**src/rtl/sched_pkg.sv**
```systemverilog
// Shared sizes, FSM encoding and the round-robin pick helper for onehot_scheduler.
package sched_pkg;

    localparam int N_REQ = 16;
    localparam int IDX_W = 4;
    localparam int CNT_W = 8;

    typedef enum logic [1:0] {
        IDLE    = 2'b00,
        GRANT   = 2'b01,
        RECOVER = 2'b10
    } state_t;

    typedef struct packed {
        logic             found;
        logic [IDX_W-1:0] idx;
    } pick_t;

    // First set bit at or above ptr, wrapping 15->0. Scanned from the far end
    // so the candidate closest to ptr is the one left standing.
    function automatic pick_t rr_pick(input logic [N_REQ-1:0] req,
                                      input logic [IDX_W-1:0] ptr);
        pick_t            p;
        logic [IDX_W-1:0] k;
        p = '0;
        for (int i = N_REQ - 1; i >= 0; i--) begin
            k = ptr + IDX_W'(i);
            if (req[k]) begin
                p.found = 1'b1;
                p.idx   = k;
            end
        end
        return p;
    endfunction

endpackage

```
**src/rtl/grant_decode.sv**
```systemverilog
// Enabled binary-to-one-hot decode used to form the grant vector.
module grant_decode
    import sched_pkg::*;
(
    input  logic             en,
    input  logic [IDX_W-1:0] idx,
    output logic [N_REQ-1:0] onehot
);

    always_comb begin
        onehot = '0;
        if (en) onehot[idx] = 1'b1;
    end

endmodule

```
**src/rtl/onehot_scheduler.sv**
```systemverilog
// Round-robin single-owner scheduler: IDLE -> GRANT -> RECOVER, one-hot grant.
// Optional forced release after TIMEOUT_CYCLES when SCHED_TIMEOUT_EN is defined.
// The owner-done input is named release_grant since "release" is a reserved word.
module onehot_scheduler
    import sched_pkg::*;
#(
    parameter int TIMEOUT_CYCLES = 64
) (
    input  logic             clk,
    input  logic             rst_n,
    input  logic [N_REQ-1:0] req,
    input  logic             release_grant,
    output logic [N_REQ-1:0] grant,
    output logic [IDX_W-1:0] grant_idx,
    output logic             grant_valid,
    output logic             timeout_pulse
);

    state_t           state, state_nx;
    logic [IDX_W-1:0] ptr, ptr_nx, idx_nx;
    logic             valid_nx;
    logic             grant_end;
    logic             tmo_hit;
    pick_t            pick;

    assign pick = rr_pick(req, ptr);

`ifdef SCHED_TIMEOUT_EN
    logic [CNT_W-1:0] cnt;

    // A real release or a dropped request ends the grant on its own, so the
    // timeout only claims the cycle when nothing else would.
    assign tmo_hit = (state == GRANT) && (cnt == CNT_W'(TIMEOUT_CYCLES - 1))
                     && !release_grant && req[grant_idx];

    always_ff @(posedge clk or negedge rst_n) begin
        if (!rst_n) begin
            cnt           <= '0;
            timeout_pulse <= 1'b0;
        end else begin
            cnt           <= (state == GRANT) ? cnt + 1'b1 : '0;
            timeout_pulse <= tmo_hit;
        end
    end
`else
    logic unused_timeout_cfg;
    assign unused_timeout_cfg = ^TIMEOUT_CYCLES;
    assign tmo_hit            = 1'b0;
    assign timeout_pulse      = 1'b0;
`endif

    assign grant_end = release_grant || !req[grant_idx] || tmo_hit;

    always_comb begin
        state_nx = state;
        ptr_nx   = ptr;
        idx_nx   = grant_idx;
        valid_nx = grant_valid;
        case (state)
            IDLE, RECOVER: begin
                if (pick.found) begin
                    state_nx = GRANT;
                    idx_nx   = pick.idx;
                    valid_nx = 1'b1;
                end else begin
                    state_nx = IDLE;
                    valid_nx = 1'b0;
                end
            end
            GRANT: begin
                if (grant_end) begin
                    state_nx = RECOVER;
                    valid_nx = 1'b0;
                    ptr_nx   = grant_idx + 1'b1;
                end
            end
            default: begin
                state_nx = IDLE;
                valid_nx = 1'b0;
            end
        endcase
    end

    always_ff @(posedge clk or negedge rst_n) begin
        if (!rst_n) begin
            state       <= IDLE;
            ptr         <= '0;
            grant_idx   <= '0;
            grant_valid <= 1'b0;
        end else begin
            state       <= state_nx;
            ptr         <= ptr_nx;
            grant_idx   <= idx_nx;
            grant_valid <= valid_nx;
        end
    end

    grant_decode u_dec (
        .en     (grant_valid),
        .idx    (grant_idx),
        .onehot (grant)
    );

endmodule

```
**config.mk**
```make
export PLATFORM = sky130hd
export DESIGN_NAME = onehot_scheduler
export DESIGN_NICKNAME = d
export VERILOG_FILES = /design/src/rtl/sched_pkg.sv /design/src/rtl/grant_decode.sv /design/src/rtl/onehot_scheduler.sv
export SDC_FILE = /design/constraint.sdc
export NUM_CORES = 1
export LEC_CHECK = 0
export BUFFER_PORTS_ARGS = -buffer_cell sky130_fd_sc_hd__buf_4
export CAP_MARGIN = 20
export CORE_MARGIN = 5
export CORE_UTILIZATION = 48
export CTS_BUF_LIST = sky130_fd_sc_hd__clkbuf_8 sky130_fd_sc_hd__clkbuf_16
export DETAILED_ROUTE_END_ITERATION = 12
export PLACE_DENSITY = 0.7
export RECOVER_POWER = 50
export SYNTH_ARGS = -nofsm -noshare
export SYNTH_HDL_FRONTEND = slang
export SYNTH_HIERARCHICAL = 1
export SYNTH_SLANG_ARGS = --single-unit
export TNS_END_PERCENT = 100
```
**constraint.sdc**
```tcl
create_clock -name clk -period 11.25 [get_ports clk]
set_clock_uncertainty 0.1 [all_clocks]
set_input_delay 0.5625 -clock clk [delete_from_list [all_inputs] [get_ports clk]]
set_output_delay 0.5625 -clock clk [all_outputs]
set_load 0.02 [all_outputs]
```
# Word-level counts from Yosys, hierarchy flattened
# Index checks and enable logic that the tools add are counted.
# totals
register_bits,11
out_inout_bits,22
inputBits,19
elab_cells,107
# classes
eq_ne,3
n_reduce_logical,7
order_cmp,18
add_sub_neg,16
mux,59
# ops
op,count
"< comparator 4 x 5 -> 1 bit, second input constant",17
2-to-1 mux 5 bit,16
binary-select mux 1 bit (select 4 bit),17
"adder 4 bit, second input constant",8
2-to-1 mux 1 bit,21
"adder 4 x 3 -> 4 bit, second input constant",4
2-to-1 mux 16 bit,1
"adder 4 x 1 -> 4 bit, second input constant",2
"adder 4 x 2 -> 4 bit, second input constant",2
demux 1 bit (select 4 bit),1
"greater-or-equal comparator 4 x 1 -> 1 bit, second input constant",1
one-hot mux 2 bit (2 select lines),1
AND reduction 2 bit,2
"== test 2 x 1 -> 1 bit, second input constant",1
"== test 2 bit, second input constant",1
zero test 2 bit,1
2-to-1 mux 2 bit,1
"!= test 2 bit, second input constant",1
one-hot mux 1 bit (2 select lines),1
OR reduction 2 bit,1
logical AND 1 bit,1
zero test 1 bit,1
logical OR 1 bit,1

# Logic depth before layout (Yosys ltp)
# Gate-level depths: netlist of run 1.
# logic_depth
depth_word,21
ltp_mapped,14
ltp_nobuf,10

# Modules after synthesis
# The synthesis of run 1 kept the hierarchy.
# by_module_without_submodules
module,n_inst,area_each_um2,seq_area_each_um2,cells_per_inst
onehot_scheduler,1,2751.4,250.2,291
grant_decode,1,117.6,0.0,23

# Worst setup path after synthesis of run 1
# No wires, ideal clock.
# synth_timing
path_type,flip-flop to flip-flop
start,register ptr[1]
end,register grant_idx[0]
synth_period_minus_slack_ns,3.595
slack_ns,7.655
path_stages_with_launch,14
setup_ns,0.141
arrival_time_ns,3.353
path_buffers,4
required_ns,11.009
path_cell_list,dfrtp_1 buf_4 buf_2 inv_1 ha_1 buf_2 buf_1 mux4_2 mux4_2 or2_4 o41ai_2 o31ai_1 o21ai_1 a31oi_1
# synth_via
elab_chain_cells,20
word_cells_on_any_way,64
cone_classes,add/sub: 15; mux: 48; reduce/logical: 1
# synth_rtl
item,line_no,rtl
"start, declared",onehot_scheduler.sv:20,"logic [IDX_W-1:0] ptr, ptr_nx, idx_nx;"
"start signal, assigned",onehot_scheduler.sv:92,ptr <= ptr_nx;
adder 4 bit,sched_pkg.sv:27,k = ptr + IDX_W'(i);
binary-select mux 1 bit (select 4 bit),sched_pkg.sv:28,if (req[k]) begin
2-to-1 mux 1 bit (implied by the code),sched_pkg.sv:28,
2-to-1 mux 5 bit (15 in a row),sched_pkg.sv:28,
2-to-1 mux 5 bit *,sched_pkg.sv:28,
AND reduction 2 bit (no line),--,
"end signal, assigned",onehot_scheduler.sv:93,grant_idx <= idx_nx;
"end, declared",onehot_scheduler.sv:14,"output logic [IDX_W-1:0] grant_idx,"
# Mark *: on every way between the ends. The rest lies on a longest branch, timed or not. The select of a mux whose other input is x is not followed.
# A chain may end at the register's enable or synchronous reset.

# Worst setup path after layout of run 1
# layout_timing
start,register ptr[0]
end,register grant_idx[1]
# Same word-level chain as after synthesis.

==> results of run 1 <==
## stage by stage
stage	worst slack, ns	instance area, sq um
global route	6.28	3170
CTS	6.67	3210
floorplan	7.66	2870
finish	6.61	3170
global placement	6.80	3170
detailed placement	6.67	3170
## synthesized netlist by cell type, drive strengths merged (2+ instances only)
master | number | area [sq um]
buf | 12 | 87.6
nor2b | 5 | 31.3
a211oi | 5 | 37.5
ha | 8 | 100
a221oi | 2 | 17.5
nor4 | 6 | 43.8
nand2b | 7 | 43.8
dfrtp | 10 | 250
a31oi | 6 | 37.5
inv | 12 | 45.0
nor3 | 7 | 40.0
a21oi | 20 | 100
mux2i | 27 | 290
o31ai | 3 | 22.5
and2 | 2 | 12.5
nand3b | 3 | 22.5
o211ai | 4 | 30.0
nand4 | 2 | 12.5
nand3 | 7 | 35.0
o21ai | 14 | 70.1
nor2 | 30 | 115
clkbuf | 4 | 15.0
a41oi | 2 | 36.3
a22o | 2 | 17.5
o22ai | 5 | 31.3
xnor2 | 7 | 61.3
o2bb2ai | 2 | 17.5
mux2 | 14 | 161
nand2 | 25 | 93.8
o2111ai | 2 | 17.5
mux4 | 32 | 743
xor2 | 8 | 70.1
## cell usage in the layout, fill, tap and decap left out, types with 8 or more instances in the layout
cell / instances
inv_1: 11
ha_1: 8
mux2i_1: 24
mux4_2: 26
mux2_2: 13
a21oi_1: 20
nand2_1: 25
clkbuf_1: 11
buf_4: 30
xor2_1: 8
nor2_1: 29
dfrtp_1: 10
o21ai_0: 11
## area by class of cell
cell class                 instances  area (sq um)
clock buffer                       3          41.3
multi-input combinational        275          2470
fill                             534          2680
sequential                        10           250
inverter                          13          48.8
timing repair buffer              41           267
tap                               75          93.8
## kinds of logic after synthesis
| logic type | count (synthesis) | share of synthesized area, % |
|---|---|---|
| simple gates | 100 | 17.5 |
| compound gates | 78 | 18.6 |
| mux | 73 | 41.6 |
| buf+inv | 29 | 5.28 |
| xor+xnor | 15 | 4.58 |
| flops | 10 | 8.72 |
| fa+ha+maj | 8 | 3.49 |
| other cells | 1 | 0.131 |
## metal layers
| metal | GRT usage (%) | vias to the layer above |
|---|---|---|
| met5 | 0 | - |
| met1 | 31.7 | 1425 |
| met4 | 7.11 | 0 |
| met3 | 3.31 | 18 |
| li1 | - | 1295 |
| met2 | 39.1 | 144 |
## path summary, 6_finish.rpt
| kind | depth (start not counted) | to | startpoint |
|---|---|---|---|
| hold reg to reg | 2 | state[0] | state[1] |
| hold / removal | 1 | ptr[3] | rst_n |
| max in group asynchronous | 1 | ptr[1] | rst_n |
| min in group clk | 2 | state[0] | state[1] |
| setup reg to reg | 9 | grant_idx[1] | ptr[0] |
| setup / recovery | 9 | grant_idx[1] | ptr[0] |
## registers in the layout, indices dropped and copies added, names as in the netlist
signal and count:
ptr 4, grant_idx 4, state 2
==> flow_metrics.env, run 1 <==
export IMPL_finalWirelength_um=8830
export IMPL_area_growth_syn_to_layout_pct=10.4
export IMPL_finalCritPeriodShare_pct=41.2
export IMPL_rsz0062_at_grt="no"
export IMPL_place_port_buffers=39
export IMPL_drt_iter0_drc=356
export IMPL_grt_first_pass_wirelength_um=14300
export IMPL_cp_top_family="multiplexers"
export IMPL_finalMaxSlewViolations=0
export IMPL_cap_violations=0
export IMPL_crit_type="reg2reg"
export IMPL_setup_violations=0
export IMPL_postRouteAntennaNets=0
export IMPL_clock_path_buffers=2
export IMPL_vias_per_cell=6.91
export IMPL_post_place_cells=414
export IMPL_synth_seq_area_share_pct=8.72
export IMPL_critical_path_arrival_ns=4.65
export IMPL_required_ns=11.26
export IMPL_root_buffer="clkbuf_8"
export IMPL_synth_ff_type="dfrtp_1"
export IMPL_final_nets=371
export IMPL_dieHeight_um=87.3
export IMPL_fin_hold_ws_ns=0.185
export IMPL_ys_ff_latch=10
export IMPL_layout_drive_gt1_share_pct=24.9
export IMPL_core_area_sq_um=5850
export IMPL_n_antenna_cell=0
export IMPL_syn_avg_cell_area_sq_um=9.14
export IMPL_post_cts_buffers=0
export IMPL_critPathLaunchType="flop"
export IMPL_yosys_warnings=6
export IMPL_path_max_fanout=25
export IMPL_async_flop_share_pct=100
export IMPL_hold_buffers=0
export IMPL_rows=28
export IMPL_syn_inst=314
export IMPL_htree_num_levels=1
export IMPL_timing_hold_worst_class="in2async"
export IMPL_cp_slowest_cell="dfrtp_1"
export IMPL_final_cells=417
export IMPL_clk_latency_ns=0.24
export IMPL_syn_area_sq_um=2870
export IMPL_tightestPinTransition_ns=1.04
export IMPL_fin_crit_ns=4.64
export IMPL_m1WireLength_um=3740
export IMPL_fin_util_pct=54.1
export IMPL_grt_max_degree=29
export IMPL_wl_met3_um=533
export IMPL_avgRoutedWirePerCell_um=21.2
export IMPL_hold_viol=0
export IMPL_rrSetupSlack_ns=6.61
export IMPL_drtPass1Iterations=6
export IMPL_drc=0
export IMPL_endpoint_kind="flop"
export IMPL_relSlewSlack_pct=30.4
export IMPL_antenna_found_initial=0
export IMPL_synth_edf_count=0
export IMPL_routed_top_layer="met4"
export IMPL_wl_met2_um=4290
export IMPL_ctsResizeCount=0
export IMPL_cp_cell_sequence="inv_2, ha_1, mux4_2, mux2i_1, mux2i_1, nor4_2, a41oi_4, mux2i_1, o21ai_1"
export IMPL_die_w_um=87.3
export IMPL_cp_buffers_inverters=1
export IMPL_ys_types=65
export IMPL_start_util_pct=49.0
export IMPL_dp_final_hpwl_um=6610
export IMPL_track_usage_pct=23.5
export IMPL_fmax_mhz=216
export IMPL_synth_fp_nets=341
export IMPL_top_level_ports=41
export IMPL_dieArea_sq_um=7620
export IMPL_clk_pin_slew_ns=0.05
export IMPL_grt_pass1_vias=2755
export IMPL_grt_overflow_total=0
export IMPL_routed_via_count=2882
export IMPL_cts_inserted_buffers=3
export IMPL_cpPeakStageDelay_ns=1.02
export IMPL_crit_path_frequent_cell="mux2i_1"
export IMPL_status="complete, no violations"
export IMPL_setup_tns_ns=0
export IMPL_gp_congestion=1.02
export IMPL_cts_tree="done"
export IMPL_clock_sinks=10
Power of run 1 is not shown: default switching activity piles up to over one toggle a cycle in this logic, so the estimate is an artifact.
==> run 2: changes to the inputs <==
- ABC_AREA: default -> 1
- PLACE_DENSITY: 0.7 -> 0.74
- clock period: 11.25 -> 4 ns (I/O delays scaled with it)
==> flow_metrics.env, run 2 <==
export IMPL_routed_via_count=3131
export IMPL_critPathLaunchType="flop"
export IMPL_layout_drive_gt1_share_pct=10.2
export IMPL_relSlewSlack_pct=47.2
export IMPL_core_area_sq_um=4690
export IMPL_yosys_top_cells_area="nand2_1 29%, nand3_1 17%, dfrtp_1 11%"
export IMPL_drt_iter0_drc=247
export IMPL_wl_met3_um=436
export IMPL_yosysTopAreaCell="nand2_1"
export IMPL_crit_path_frequent_cell="nand2_1"
export IMPL_path_max_fanout=10
export IMPL_clock_sinks=10
export IMPL_ys_ff_latch=10
export IMPL_clk_pin_slew_ns=0.04
export IMPL_tightestPinTransition_ns=0.786
export IMPL_synth_seq_area_share_pct=10.8
export IMPL_finalMaxSlewViolations=0
export IMPL_finalCritPeriodShare_pct=78.7
export IMPL_dieHeight_um=79.5
export IMPL_vias_per_cell=5.78
export IMPL_track_usage_pct=27.5
export IMPL_synth_ff_type="dfrtp_1"
export IMPL_hold_start="release_grant"
export IMPL_cpPeakStageDelay_ns=0.37
export IMPL_drc=0
export IMPL_grt_max_degree=27
export IMPL_avgRoutedWirePerCell_um=14.8
export IMPL_cts_inserted_buffers=3
export IMPL_finalWirelength_um=8010
export IMPL_endpoint_kind="flop"
export IMPL_syn_area_sq_um=2320
export IMPL_fin_crit_ns=3.15
export IMPL_largest_registers="grant_idx x4, ptr x4, state x2"
export IMPL_antenna_found_initial=0
export IMPL_synth_edf_count=0
export IMPL_final_cell_mix="176 x nand2_1, 79 x nand3_1, 40 x a21oi_1"
export IMPL_status="complete, no violations"
export IMPL_setup_tns_ns=0
export IMPL_grt_pass1_vias=3068
export IMPL_dieArea_sq_um=6320
export IMPL_synth_fp_nets=477
export IMPL_hold_viol=0
export IMPL_layout_commonest_cell="nand2_1"
export IMPL_syn_inst=450
export IMPL_yosys_warnings=6
export IMPL_critical_path_arrival_ns=3.22
export IMPL_die_w_um=79.5
export IMPL_setup_violations=0
export IMPL_rsz0062_at_grt="no"
export IMPL_final_nets=517
export IMPL_place_port_buffers=39
export IMPL_critPathLaunch="ptr[1]"
export IMPL_fmax_mhz=318
export IMPL_grt_first_pass_wirelength_um=14200
export IMPL_dp_final_hpwl_um=6540
export IMPL_timing_hold_worst_class="in2reg"
export IMPL_clock_path_buffers=2
export IMPL_htree_num_levels=1
export IMPL_n_antenna_cell=0
export IMPL_required_ns=4.07
export IMPL_synth_top_area_share_pct=28.5
export IMPL_post_cts_buffers=0
export IMPL_gp_congestion=1.01
export IMPL_top_level_ports=41
export IMPL_syn_avg_cell_area_sq_um=5.15
export IMPL_fin_util_pct=56.8
export IMPL_m1WireLength_um=3390
export IMPL_grt_overflow_total=0
export IMPL_routed_top_layer="met4"
export IMPL_drtPass1Iterations=5
export IMPL_area_growth_syn_to_layout_pct=15.1
export IMPL_clk_latency_ns=0.24
export IMPL_ys_types=30
export IMPL_postRouteAntennaNets=0
export IMPL_async_flop_share_pct=100
export IMPL_wl_met2_um=3840
export IMPL_cp_slowest_cell="dfrtp_1"
export IMPL_rows=25
export IMPL_cap_violations=0
export IMPL_synth_top_cells_by_count="176 x nand2_1, 79 x nand3_1, 40 x a21oi_1"
export IMPL_crit_type="reg2reg"
export IMPL_synthMostInstantiatedCell="nand2_1"
export IMPL_cp_cell_sequence="inv_1, buf_4, ha_1, inv_1, nand3_1, nand2_1, nand2_1, nand2_1, inv_1, nor2_1, nand2_1, nand3_1, a21oi_1, o21ai_1, nand2_1, nand2_1, nand2_1, nand2_1, nand2_1, nand2_1, nand2_1, nand2_1, nand2_1, nand2_1"
export IMPL_root_buffer="clkbuf_8"
export IMPL_worstReg2RegStart="ptr[1]"
export IMPL_cts_tree="done"
export IMPL_start_util_pct=49.4
[run 2: changes by cell type after synthesis, sizes merged, moves of 7 or more]
cell,previous run,this run
inv,12,39
o21ai,14,22
nand2b,7,0
a21oi,20,41
nand2,25,179
mux4,32,0
mux2,14,0
nand3,7,79
mux2i,27,0
[run 2: final cells by class]
class	instances	area, sq um
repair buffers	47	314
well taps	54	67.6
multi-input cells	389	1850
inverters	39	146
clock buffers	3	41.3
fillers	542	2030
flip-flops and latches	10	250
[run 2: kinds of logic after synthesis]
family          Yosys count  share of synthesized area (%)
fa+ha+maj                 8                           4.32
other cells               1                          0.162
compound gates           70                           16.3
xor+xnor                 11                           4.97
flops                    10                           10.8
simple gates            299                           54.0
buf+inv                  51                           9.50
[run 2: path summary, 6_finish.rpt]
path	endpoint	slack (ns)	cells past startpoint
worst min register to register	state[1]	0.44	1
min in group asynchronous	grant_idx[3]	0.35	2
worst max register to register	grant_idx[1]	0.85	24
worst min-delay path	state[0]	0.21	5
worst max-delay path	grant_idx[1]	0.85	24
max in group asynchronous	grant_idx[2]	3.10	2
[run 2: worst max-delay path: cells and delay by family, from the launching register on]
kind,cells,cell delay [ns]
flops,1,0.37
fa+ha+maj,1,0.31
compound gates,2,0.18
simple gates,17,1.31
buf+inv,4,0.79
[run 2: metal layers]
layer,vias up,global-route usage (%)
met1,1395,35.1
met5,-,0
met2,146,46.2
met4,0,13.7
li1,1561,-
met3,29,2.14
[run 2: per-stage QoR]
step | cell area [sq um] | cells | hold WS (ns) | setup slack, ns
after floorplan | 2320 | 450 | -0.196 | 1.06
after global placement | 2660 | 538 | -0.0664 | 0.848
after detailed placement | 2660 | 538 | -0.0643 | 0.876
after CTS | 2710 | 542 | 0.212 | 0.862
after global routing | 2670 | 542 | 0.254 | 0.378
final | 2670 | 542 | 0.208 | 0.853
[run 2: what timing repair did]
item                      CTS  global route
hold endpoints to repair   10             0
gates resized for setup     0             0
hold buffers                1             0
Power of run 2 is left out for the same reason.
==> run 3: changes to the inputs <==
- PLACE_DENSITY: 0.74 -> 0.71
- clock period: 4 -> 3.2 ns (I/O delays scaled with it)
==> flow_metrics.env, run 3 (synthesis results as in run 2) <==
export IMPL_hold_depth=5
export IMPL_dieHeight_um=79.5
export IMPL_largest_registers="grant_idx x4, ptr x4, state x2"
export IMPL_avgRoutedWirePerCell_um=14.4
export IMPL_gp_congestion=0.950
export IMPL_finalWirelength_um=7840
export IMPL_relSlewSlack_pct=62.1
export IMPL_required_ns=3.22
export IMPL_status="complete, no violations"
export IMPL_grt_first_pass_wirelength_um=13300
export IMPL_critPathLaunchType="flop"
export IMPL_clock_sinks=10
export IMPL_crit_type="reg2reg"
export IMPL_seq_area_sq_um=250
export IMPL_r2r_end="grant_idx[0]"
export IMPL_cap_violations=0
export IMPL_top_usage_layer="met2"
export IMPL_final_cell_mix="175 x nand2_1, 79 x nand3_1, 40 x a21oi_1"
export IMPL_gr_usage_met3_pct=2.37
export IMPL_rrSetupSlack_ns=0.29
export IMPL_antenna_found_initial=0
export IMPL_htree_num_levels=1
export IMPL_core_area_sq_um=4690
export IMPL_hold_viol=0
export IMPL_top_level_ports=41
export IMPL_clock_path_buffers=2
export IMPL_rsz0062_at_grt="no"
export IMPL_n_antenna_cell=0
export IMPL_critical_path_arrival_ns=2.93
export IMPL_fillers=507
export IMPL_final_nets=521
export IMPL_root_buffer="clkbuf_8"
export IMPL_dp_final_hpwl_um=6390
export IMPL_fmax_mhz=344
export IMPL_drc=0
export IMPL_vias_per_cell=5.73
export IMPL_clk_latency_ns=0.23
export IMPL_routed_via_count=3129
export IMPL_multi_input_area_sq_um=1860
export IMPL_postRouteAntennaNets=0
export IMPL_worstReg2RegStart="ptr[1]"
export IMPL_hold_start="release_grant"
export IMPL_cts_inserted_buffers=3
export IMPL_whs_endpoint="state[0]"
export IMPL_timing_hold_worst_class="in2reg"
export IMPL_endpoint_kind="flop"
export IMPL_track_usage_pct=25.7
export IMPL_tightestPinTransition_ns=0.569
export IMPL_grt_use_met2_pct=44.7
export IMPL_dieArea_sq_um=6320
export IMPL_drtPass1Iterations=5
export IMPL_cts_tree="done"
export IMPL_drt_iter0_drc=335
export IMPL_grt_pass1_vias=2822
export IMPL_layout_drive_gt1_share_pct=11.6
export IMPL_die_w_um=79.5
export IMPL_start_util_pct=49.4
export IMPL_rows=25
export IMPL_clk_pin_slew_ns=0.04
export IMPL_path_max_fanout=13
export IMPL_grtUsageMet1_pct=33.7
export IMPL_finalMaxSlewViolations=0
export IMPL_area_growth_syn_to_layout_pct=16.9
export IMPL_layout_commonest_cell="nand2_1"
export IMPL_fin_crit_ns=2.91
export IMPL_grt_overflow_total=0
export IMPL_setup_tns_ns=0
export IMPL_grt_max_degree=27
export IMPL_place_port_buffers=39
export IMPL_finalCritPeriodShare_pct=90.9
export IMPL_worst_r2r_cell_count=24
export IMPL_setup_violations=0
==> run 3: cell types whose count changed in the layout (fill, tap and decap cells not counted) <==
cell	previous run	this run
buf_4	35	38
buf_6	0	1
inv_1	34	33
inv_2	5	6
nand2_1	176	175
nand2_2	3	4
nor4_1	2	1
nor4_2	0	1
==> run 3: layer usage <==
layer  vias to the layer above  wire [um]
met2                       143       3770
li1                       1564          -
met5                         -          0
met4                         0        185
met1                      1403       3350
met3                        19        536
==> run 3: layout make-up <==
cell class | instances | area share (%)
Sequential cell | 10 | 9.24
Clock buffer | 3 | 1.52
Tap cell | 54 | 2.49
Timing Repair Buffer | 51 | 12.8
Multi-Input combinational cell | 389 | 68.5
Inverter | 39 | 5.40
==> run 3: worst max-delay path by stage <==
stage	start	to	slack (ns)
floorplan	ptr[0]	grant_idx[2]	0.26
global placement	ptr[2]	grant_idx[0]	0.38
detailed placement	ptr[1]	grant_idx[2]	0.32
CTS	ptr[1]	grant_idx[2]	0.31
global route	ptr[1]	grant_idx[0]	0.006
finish	ptr[1]	grant_idx[0]	0.29
==> run 3: critical path: stages (launching register included) <==
cell and delay, ns:
dfrtp_1 0.38, buf_4 0.20, ha_1 0.22, inv_1 0.08, nand2_1 0.06, nand2_1 0.27, nand3_1 0.11, nand2_1 0.14
nand2_1 0.09, nand2_2 0.14, nor2_1 0.08, o21ai_0 0.14, nand2_1 0.07, nand2_1 0.08, nand3_1 0.08, nand3_1 0.10
nand2_1 0.06, nand3_1 0.06, nand2_1 0.05, nand2_1 0.05, nand2_1 0.05, nand2_1 0.05, nand2_1 0.04, nand2_1 0.05
nand2_1 0.05
==> run 3: timing repair <==
item / in CTS / in global routing
setup buffers: 0 / 0
resized for setup: 0 / 4
hold endpoints to repair: 10 / 0
setup endpoints to repair: 0 / 4
hold buffers: 1 / 0
==> run 3: stage by stage <==
stage	setup slack, ns	utilization, %	hold slack, ns	area, sq um	cells
2_1_floorplan	0.261	-	-0.236	2320	450
4_1_cts	0.310	58.3	0.186	2740	546
3_5_place_dp	0.323	57.3	-0.103	2690	542
6_report	0.290	57.7	0.183	2710	546
5_1_grt	0.00622	57.7	0.217	2710	546
3_3_place_gp	0.380	57.3	-0.105	2690	542
Power of run 3 is left out for the same reason.
